[src/rtl/instruction_fetch.sv]
// rtl/instruction_fetch.sv - program-memory fetch and 1/2-byte instruction assembly for the Jimmy ISA.
// Optional undefined-opcode trap and STOP state enabled by ILLEGAL_OPCODE_CHECK_EN.
module instruction_fetch #(
    parameter logic [7:0] RESET_PC = 8'd0
) (
    input  logic        clk,
    input  logic        reset,
    output logic [7:0]  address_bus,
    input  logic [7:0]  data_bus,
    output logic [15:0] instr_word,
    output logic        instr_len,
    output logic [7:0]  instr_pc,
    output logic        instr_valid,
    input  logic        instr_ready,
    input  logic        branch_taken,
    input  logic [7:0]  branch_target,
    output logic        illegal_op
);

`ifdef ILLEGAL_OPCODE_CHECK_EN
    typedef enum logic [1:0] {FETCH1, FETCH2, HOLD, STOP} state_t;
`else
    typedef enum logic [1:0] {FETCH1, FETCH2, HOLD} state_t;
`endif

    state_t      state_q, state_d;
    logic [7:0]  pc_q, pc_d;
    logic [7:0]  opcode_q, opcode_d;
    logic [15:0] word_q, word_d;
    logic        len_q, len_d;
    logic [7:0]  ipc_q, ipc_d;
    logic        valid_q, valid_d;
    logic        illegal_q, illegal_d;
    logic        opcode_illegal;

    function automatic logic is_two_byte(input logic [7:0] b);
        return (b[7:2] == 6'b100000) || (b[7:2] == 6'b100011) || (b[7:5] == 3'b101);
    endfunction

`ifdef ILLEGAL_OPCODE_CHECK_EN
    function automatic logic is_illegal(input logic [7:0] b);
        logic bad_branch;
        bad_branch = (b[7:5] == 3'b101) && (b != 8'hA8) && (b != 8'hB0) && (b != 8'hB4);
        return (b[7:4] == 4'b0001)
            || ((b[7:4] == 4'b0111) && (b != 8'h70))
            || (b[7:2] == 6'b100001)
            || (b[7:2] == 6'b100010)
            || (b[7:4] >= 4'b1101)
            || bad_branch;
    endfunction

    assign opcode_illegal = is_illegal(data_bus);
`else
    assign opcode_illegal = 1'b0;
`endif

    always_comb begin
        state_d   = state_q;
        pc_d      = pc_q;
        opcode_d  = opcode_q;
        word_d    = word_q;
        len_d     = len_q;
        ipc_d     = ipc_q;
        valid_d   = valid_q;
        illegal_d = illegal_q;

        case (state_q)
            FETCH1: begin
                opcode_d = data_bus;
                ipc_d    = pc_q;
                pc_d     = pc_q + 8'd1;
                // An undefined opcode is never given an operand byte.
                if (!opcode_illegal && is_two_byte(data_bus)) begin
                    state_d = FETCH2;
                end else begin
                    word_d    = {data_bus, 8'h00};
                    len_d     = 1'b0;
                    valid_d   = 1'b1;
                    illegal_d = opcode_illegal;
                    state_d   = HOLD;
                end
            end
            FETCH2: begin
                pc_d    = pc_q + 8'd1;
                word_d  = {opcode_q, data_bus};
                len_d   = 1'b1;
                valid_d = 1'b1;
                state_d = HOLD;
            end
            HOLD: begin
                if (instr_ready) begin
                    valid_d   = 1'b0;
                    illegal_d = 1'b0;
`ifdef ILLEGAL_OPCODE_CHECK_EN
                    state_d   = illegal_q ? STOP : FETCH1;
`else
                    state_d   = FETCH1;
`endif
                end
            end
`ifdef ILLEGAL_OPCODE_CHECK_EN
            STOP: begin
                state_d = STOP;
            end
`endif
            default: begin
                state_d = FETCH1;
            end
        endcase

        // Redirect wins over everything; a coincident handshake has already been honoured above.
        if (branch_taken) begin
            pc_d      = branch_target;
            state_d   = FETCH1;
            valid_d   = 1'b0;
            illegal_d = 1'b0;
        end
    end

    always_ff @(posedge clk or posedge reset) begin
        if (reset) begin
            state_q   <= FETCH1;
            pc_q      <= RESET_PC;
            opcode_q  <= 8'h00;
            word_q    <= 16'h0000;
            len_q     <= 1'b0;
            ipc_q     <= 8'h00;
            valid_q   <= 1'b0;
            illegal_q <= 1'b0;
        end else begin
            state_q   <= state_d;
            pc_q      <= pc_d;
            opcode_q  <= opcode_d;
            word_q    <= word_d;
            len_q     <= len_d;
            ipc_q     <= ipc_d;
            valid_q   <= valid_d;
            illegal_q <= illegal_d;
        end
    end

    assign address_bus = pc_q;
    assign instr_word  = word_q;
    assign instr_len   = len_q;
    assign instr_pc    = ipc_q;
    assign instr_valid = valid_q;
    assign illegal_op  = illegal_q;

endmodule
[config.mk]
export PLATFORM = sky130hd
export DESIGN_NAME = instruction_fetch
export DESIGN_NICKNAME = d
export VERILOG_FILES = /design/src/rtl/instruction_fetch.sv
export SDC_FILE = /design/constraint.sdc
export NUM_CORES = 1
export LEC_CHECK = 0
export CAP_MARGIN = 20
export CORE_MARGIN = 8
export CORE_UTILIZATION = 47
export DETAILED_ROUTE_END_ITERATION = 8
export PLACE_DENSITY = 0.78
export SYNTH_ARGS = -nofsm -noshare
export SYNTH_HDL_FRONTEND = slang
export SYNTH_SLANG_ARGS = --single-unit
export TNS_END_PERCENT = 5
[constraint.sdc]
create_clock -name clk -period 1.6 [get_ports clk]
set_input_delay 0.16 -clock clk [delete_from_list [all_inputs] [get_ports clk]]
set_output_delay 0.16 -clock clk [all_outputs]
set_load 0.05 [all_outputs]
Word-level counts from Yosys, hierarchy flattened
Cells that the tools add are included.
{"block": "classes", "addsub": 1, "eq_ne": 8, "muxes": 16, "reduce_logical": 11}
{"operator": "16-bit one-hot mux with 2 select lines", "n": 1}
{"operator": "16-bit 2-to-1 mux", "n": 1}
{"operator": "8-bit 2-to-1 mux", "n": 2}
{"operator": "6-bit equality test (second input constant)", "n": 2}
{"operator": "8-bit by 1-bit adder with 8-bit output (second input constant)", "n": 1}
{"operator": "2-bit 2-to-1 mux", "n": 3}
{"operator": "3-bit != test (second input constant)", "n": 2}
{"operator": "2-bit one-hot mux with 3 select lines", "n": 1}
{"operator": "3-bit AND reduction", "n": 2}
{"operator": "1-bit 2-to-1 mux", "n": 5}
{"operator": "1-bit one-hot mux with 2 select lines", "n": 2}
{"operator": "2-bit nonzero test", "n": 2}
{"operator": "4-bit nonzero test", "n": 1}
{"operator": "3-bit equality test (second input constant)", "n": 1}
{"operator": "1-bit one-hot mux with 3 select lines", "n": 1}
{"operator": "3-bit nonzero test", "n": 1}
{"operator": "2-bit by 1-bit equality test with 1-bit output (second input constant)", "n": 1}
{"operator": "2-bit equality test (second input constant)", "n": 1}
{"operator": "2-bit zero test", "n": 1}
{"operator": "1-bit logical OR", "n": 2}
{"operator": "2-bit != test (second input constant)", "n": 1}
{"operator": "2-bit AND reduction", "n": 1}
{"operator": "2-bit OR reduction", "n": 1}
{"block": "word_totals", "regBits": 45, "input_bits": 20, "out_inout_bits": 35, "wordCells": 44}

Depth between registers and ports, before layout
Gate-level depths: netlist of the first run.
{"block": "logic_depth", "word_depth": 6, "depth_mapped": 5, "mapped_depth_nobuf": 4}

Worst setup path before layout of the first run
Ideal clock, no wire load.
{"block": "synth_timing", "path_kind": "register -> register", "start": "register pc_q[0] (netlist: address_bus[0])", "end": "register pc_q[6] (netlist: address_bus[6])", "setup_ns": 0.070, "t_arrival_ns": 1.608, "t_required_ns": 1.530, "setup_slack_ns": -0.078, "path_stages_with_launch": 5, "n_path_buf": 0, "period_less_slack_ns": 1.678, "cell_sequence": "dfrtp_1 ha_1 nand2b_1 or4_1 nand3_1"}
{"block": "synth_via", "elab_chain_len": 3}
{"item": "from (decl)", "line": "27", "source": "logic [7:0] pc_q, pc_d;"}
{"item": "from (signal assigned)", "line": "132", "source": "pc_q <= pc_d;"}
{"item": "8-bit by 1-bit adder with 8-bit output", "line": "71, 84"}
{"item": "8-bit 2-to-1 mux"}
{"item": "8-bit 2-to-1 mux", "line": "112", "source": "if (branch_taken) begin"}
No other way between the ends. The select of a mux whose other input is x is not followed.
A chain may end at the register's enable or synchronous reset.

Worst setup path in the final report of the first run
{"block": "layout_timing", "start": "register state_q[0]", "end": "register word_q[13] (netlist: instr_word[13])"}
{"block": "layout_via", "elab_chain_len": 3, "elab_cells_between_ends": 6, "cone_classes": "2 x eq/ne; 1 x mux; 3 x reduce/logical"}
{"item": "from (decl)", "line": "26", "source": "state_t state_q, state_d;"}
{"item": "from (signal assigned)", "line": "131", "source": "state_q <= state_d;"}
{"item": "2-bit by 1-bit equality test with 1-bit output / 2-bit zero test (equally long branches)", "line": "67", "source": "case (state_q)"}
{"item": "2-bit nonzero test (no source line) / 2-bit != test (equally long branches)"}
{"item": "2-bit AND reduction (no source line)"}
{"item": "to (signal assigned)", "line": "134", "source": "word_q <= word_d;"}
{"item": "to (decl)", "line": "29", "source": "logic [15:0] word_q, word_d;"}
Several ways; a longest one is shown, not always the timed one.

==> metrics.yaml, run 1 <==
maxCapViolCount: 0
slowest_stage: "dfrtp_2"
clkPwrFrac: 0.216
final_util: 0.676
fin_crit_sh: 0.967
root_buffer: "clkbuf_8"
crit_required_ns: 1.79
grt_max_degree: 45
clk_latency_ns: 0.30
final_antenna_net_count: 0
p_leak_uw: 0.00129
synth_edf_count: 0
wl_per_cell_um: 17.7
pre_cts_slack_ns: -0.306
num_vias: 1449
whs_ns: 0.204
worstPathArrival_ns: 1.74
ys_seq_area_frac: 0.550
multi_input_area_um2: 827
die_width_um: 81.3
status: "completed"
port_buffers: 53
cts_hold_buf: 0
grt_usage: 0.147
postSynth.asyncResetShare: 1.00
nFillCells: 308
dp_cells: 255
cts_inserted_buffers: 5
setup_slack_ns: 0.0527
area_delta_synth_final_pct: 36.9
netlist_area_um2: 2000
start_util: 0.494
worstHoldPathType: "in2async"
yosysTopAreaCellShare: 0.550
setup_violations: 0
grt_pass1_vias: 1483
syn_area_per_cell_um2: 13.8
syn_nets: 166
synth.most_common_cell: "dfrtp_1"
fin_cells: 268
seq_area_um2: 1100
cp_max_fo: 8
synth_cell_types: 37
grt_pass1_wl_um: 7580
start_kind: "flip-flop"
netlist_instances: 145
yosysTopAreaCell: "dfrtp_1"
netSwitchingFraction: 0.370
h-tree-depth: 2
yosys_warnings: 0
via_per_inst: 5.41
finalClockSkew_ns: 0.0145
n_antenna_cell: 0
dr.first_iter.drc_count: 117
synth_flop_cell: "dfrtp_1"
slew_violations: 0
ys_ff_latch: 44
pwr-share-comb: 0.352
rows: 23
p_seq_frac: 0.432
place.gp.congestion: 0.830
powerDensity_nw_per_um2: 1160
die_area_um2: 6610
clock_path_buffers: 2
power.total_uw: 3190
end_kind: "flip-flop"
finalHoldViolCount: 0
io_pins: 55
cp_top_family: "multiplexers"
period_minus_slack_ns: 1.55
die_h_um: 81.3
layout-drive-gt1-share: 0.477
clkTransAtPathRegs_ns: 0.09
cts.sinks: 44
ir_drop_uv: 609
wl_um: 4750
finalNetCount: 238
critPathBufInv: 2
cp_slowest_stage_delay_ns: 0.42
power.net_switching_uw: 1180
worstSetupPathType: "reg2reg"
overflow: 0
antenna_found_initial: 0
cp_cell_sequence: "buf_6, nor2b_4, buf_12, mux2_2, mux2_4"
synth_area_leaders: "dfrtp_1 55%, mux2_2 13%, mux2_4 6.7%"
synth.top_cells.by_count: "44 x dfrtp_1, 23 x mux2_2, 9 x mux2_4"
timing.fmax_mhz: 646
rsz0062_at_grt: "no"
cts_tree: "done"
place_hpwl_um: 3340
drc: 0
core_area_um2: 4060
first_pass_iters: 4
p_int_uw: 2010
## tightest hold or removal path: cells and delay by family
| family | cells | cell delay, ns |
|---|---|---|
| buf+inv | 3 | 0.72 |
## routing by layer
layer / global-route usage / part of all wire
met3: 0.0408 / 0.052
met4: 0.0607 / 0.016
met5: 0 / 0
met1: 0.179 / 0.42
met2: 0.239 / 0.51
## metrics by stage
| step | TNS, ns | area (um2) |
|---|---|---|
| finish | 0 | 2740 |
| CTS | 0 | 2660 |
| global placement | -2.36 | 2570 |
| detailed placement | -3.72 | 2570 |
| floorplan | 0 | 2010 |
| global route | 0 | 2740 |
## state kept, by name (all words and copies together), names as in the netlist
name         count
instr_word      16
address_bus      8
instr_pc         8
opcode_q         8
state_q          2
instr_len        1
instr_valid      1
## what timing repair did
item / CTS / global route
buffers inserted: 0 / 4
gates resized for setup: 0 / 5
endpoints found under the setup margin: 0 / 11
## placed cells by master (no fill, tap or decap), types with 2 or more instances in the layout
cell type	synthesis	final
a21oi_1	3	3
a22o_1	8	8
buf_12	1	2
buf_4	2	51
clkbuf_8	0	5
clkdlybuf4s50_1	0	19
clkinv_2	0	2
dfrtp_1	44	41
dfrtp_2	0	3
inv_1	3	2
mux2_2	23	23
mux2_4	9	9
nand2_1	8	8
nand2b_1	2	2
nand3_1	3	3
nand4b_1	2	2
o211ai_1	2	2
o21ai_0	5	5
o31a_1	2	2
or4_1	2	2
xor2_1	4	4
## cell type report
class	count	share of cell area
clock buffers	5	0.0251
clock inverters	3	0.00684
inverters	3	0.00411
multi-input cells	89	0.302
flip-flops and latches	44	0.403
well taps	50	0.0228
repair buffers	74	0.237
## power groups by stage
stage | Clock (uW) | Combinational, uW | Sequential, uW
after global routing | 753 | 1180 | 1400
after floorplan | 0 | 343 | 1800
final | 688 | 1120 | 1380
after detailed placement | 0 | 1120 | 1400
after global placement | 0 | 1100 | 1390
after CTS | 703 | 1120 | 1380
## cell families after synthesis
logic type,count (synthesis),synth area share
flops,44,0.550
mux,33,0.202
simple gates,27,0.0912
compound gates,22,0.0793
buf+inv,12,0.0481
xor+xnor,5,0.0219
fa+ha+maj,1,0.00625
other cells,1,0.00187
## path summary, 6_finish.rpt
path | startpoint | end | slack (ns) | cells after the start
worst max-delay path | state_q[0] | instr_word[13] | 0.05 | 5
worst min-delay path | reset | instr_word[7] | 0.20 | 3
worst max register to register | state_q[0] | instr_word[13] | 0.05 | 5
worst min register to register | instr_len | instr_len | 0.49 | 1
max in group asynchronous | reset | address_bus[1] | 1.17 | 3
min in group clk | branch_target[6] | address_bus[6] | 0.43 | 3
Power figures use the tool's default switching activity.
==> inputs of run 2 (changes only) <==
--- a/config.mk
+++ b/config.mk
@@ -8,7 +8,10 @@
 export CAP_MARGIN = 20
 export CORE_MARGIN = 8
 export CORE_UTILIZATION = 47
+export CTS_CLUSTER_DIAMETER = 120
 export DETAILED_ROUTE_END_ITERATION = 8
+export GPL_TIMING_DRIVEN = 0
+export HOLD_SLACK_MARGIN = 0.06
 export PLACE_DENSITY = 0.78
 export SYNTH_ARGS = -nofsm -noshare
 export SYNTH_HDL_FRONTEND = slang
==> run 2 against run 1 <==
  * Sequential power hardly changed
  * Final area decreased by 1.0%
  * Fmax fell by 2.4%
  * Via count decreased by 1.1%
  * Register-to-register slack worse by 0.02 ns
  * Flip-flop and latch count unchanged
  * Clock skew fell by 0.0056 ns
  * Sequential share of layout area is 0.43 points higher
  * Power down 0.44%
  * Clock-buffer cell count up 1
  * Hold slack better by 0.16 ns
  * Highest routed layer unchanged
==> metrics.yaml, run 2 (same netlist as run 1, synthesis figures left out) <==
status: "completed"
overflow: 0
end_kind: "flip-flop"
rsz0062_at_grt: "yes"
start_kind: "input port"
port_buffers: 53
start_util: 0.494
maxCapViolCount: 0
finalNetCount: 231
period_minus_slack_ns: 1.59
clk_latency_ns: 0.30
die_area_um2: 6610
clkTransAtPathRegs_ns: 0.08
layout-drive-gt1-share: 0.294
power.total_uw: 3180
rows: 23
via_per_inst: 5.49
grt_pass1_vias: 1551
cp_max_fo: 10
largest_register_ffs: 16
cts.sinks: 44
reg2reg_depth: 4
slowest_stage: "clkdlybuf4s50_1"
first_pass_iters: 4
io_pins: 55
slew_headroom: 0.411
tightest_slew_ns: 0.882
p_leak_uw: 0.00128
fin_crit_sh: 0.991
layout_commonest_cell: "dfrtp_1"
grt_max_degree: 45
grt_usage: 0.153
die_h_um: 81.3
cp_top_family: "buffers and inverters"
dr.first_iter.drc_count: 103
cp_cell_sequence: "clkdlybuf4s50_1, nor4bb_2, a211o_1, buf_6, mux2_4"
h-tree-depth: 2
final_cell_mix: "41 x dfrtp_1, 34 x dlygate4sd2_1, 23 x mux2_2, 19 x clkdlybuf4s50_1, 9 x mux2_4"
worstPathArrival_ns: 1.77
cp_slowest_stage_delay_ns: 0.56
final_util: 0.669
crit_required_ns: 1.78
worstHoldPathType: "in2async"
wl_per_cell_um: 18.6
n_antenna_cell: 0
ir_drop_uv: 702
place_hpwl_um: 3540
cts_tree: "done"
antenna_found_initial: 0
core_area_um2: 4060
num_vias: 1433
worstSetupPathType: "in2reg"
slew_violations: 0
area_delta_synth_final_pct: 35.5
powerDensity_nw_per_um2: 1170
seq_area_um2: 1100
die_width_um: 81.3
cp_num_cells: 5
cts_inserted_buffers: 5
multi_input_area_um2: 823
nFillCells: 298
finalClockSkew_ns: 0.00892
setup_violations: 0
grt_pass1_wl_um: 7710
place.gp.congestion: 0.792
root_buffer: "clkbuf_8"
finalHoldViolCount: 0
final_antenna_net_count: 0
critPathBufInv: 2
wl_um: 4860
drc: 0
timing.fmax_mhz: 631
cts_hold_buf: 0
clock_path_buffers: 2
run 2: cell count changes in the layout (fill, tap and decap cells not counted), moves of 2 or more:
cell	before	now
buf_4	51	6
dlygate4sd2_1	0	34
clkinv_2	2	0
buf_6	1	3
clkbuf_1	0	2
clkinvlp_4	0	2
run 2: final cells by class:
type,instances,area share
sequential,44,0.407
multi-input combinational,89,0.303
timing repair buffer,58,0.194
buffer,9,0.0327
clock buffer,6,0.0304
tap,50,0.0231
clock inverter,2,0.00553
inverter,3,0.00415
run 2: worst paths after layout:
| path | startpoint | end | slack (ns) |
|---|---|---|---|
| min reg2reg | instr_len | instr_len | 0.48 |
| min | reset | instr_word[14] | 0.36 |
| min in group clk | branch_target[5] | address_bus[5] | 0.43 |
| max reg2reg | state_q[0] | instr_word[11] | 0.03 |
| max | data_bus[7] | instr_word[11] | 0.01 |
| max in group asynchronous | reset | address_bus[1] | 0.62 |
run 2: metal layers:
layer / GRT usage / vias to the layer above / part of all wire
met3: 0.0353 / 9 / 0.052
met4: 0.0804 / 0 / 0.021
li1: - / 647 / -
met1: 0.173 / 738 / 0.38
met5: 0 / - / 0
met2: 0.263 / 39 / 0.54
run 2: what timing repair did:
action                                  4_1_cts  5_1_grt
pin swaps                                     0        1
endpoints found under the setup margin       62       16
buffers inserted                              0        5
gates resized for setup                      39        0
run 2: through the flow:
stage,setup slack [ns],hold slack (ns),setup TNS [ns],instances,area [um2]
3_5_place_dp,-0.422,0.481,-8.10,248,2600
3_3_place_gp,-0.520,0.462,-22.08,248,2600
5_1_grt,-0.0194,0.447,-0.0846,261,2710
2_1_floorplan,0.0345,0.280,0,145,2010
4_1_cts,-0.0258,0.407,-0.145,256,2680
6_report,0.0145,0.364,0,261,2710
run 2: power breakdown:
part           leakage, uW  switching (uW)  internal, uW
clock            0.0000434             375           349
combinational     0.000694             680           396
sequential        0.000537             113          1260
run 2: worst register-to-register path: stages (launching register included):
cell and delay [ns]:
dfrtp_2 0.45, nor4b_2 0.31, a211o_1 0.20, buf_6 0.19, mux2_4 0.31
==> inputs of run 3 (changes only) <==
--- a/config.mk
+++ b/config.mk
@@ -8,7 +8,7 @@
 export CAP_MARGIN = 20
 export CORE_MARGIN = 8
 export CORE_UTILIZATION = 47
-export CTS_CLUSTER_DIAMETER = 120
+export CTS_CLUSTER_DIAMETER = 100
 export DETAILED_ROUTE_END_ITERATION = 8
 export GPL_TIMING_DRIVEN = 0
 export HOLD_SLACK_MARGIN = 0.06
==> results of run 3 <==
Final layout, timing and power as in run 2 (identical DEF).
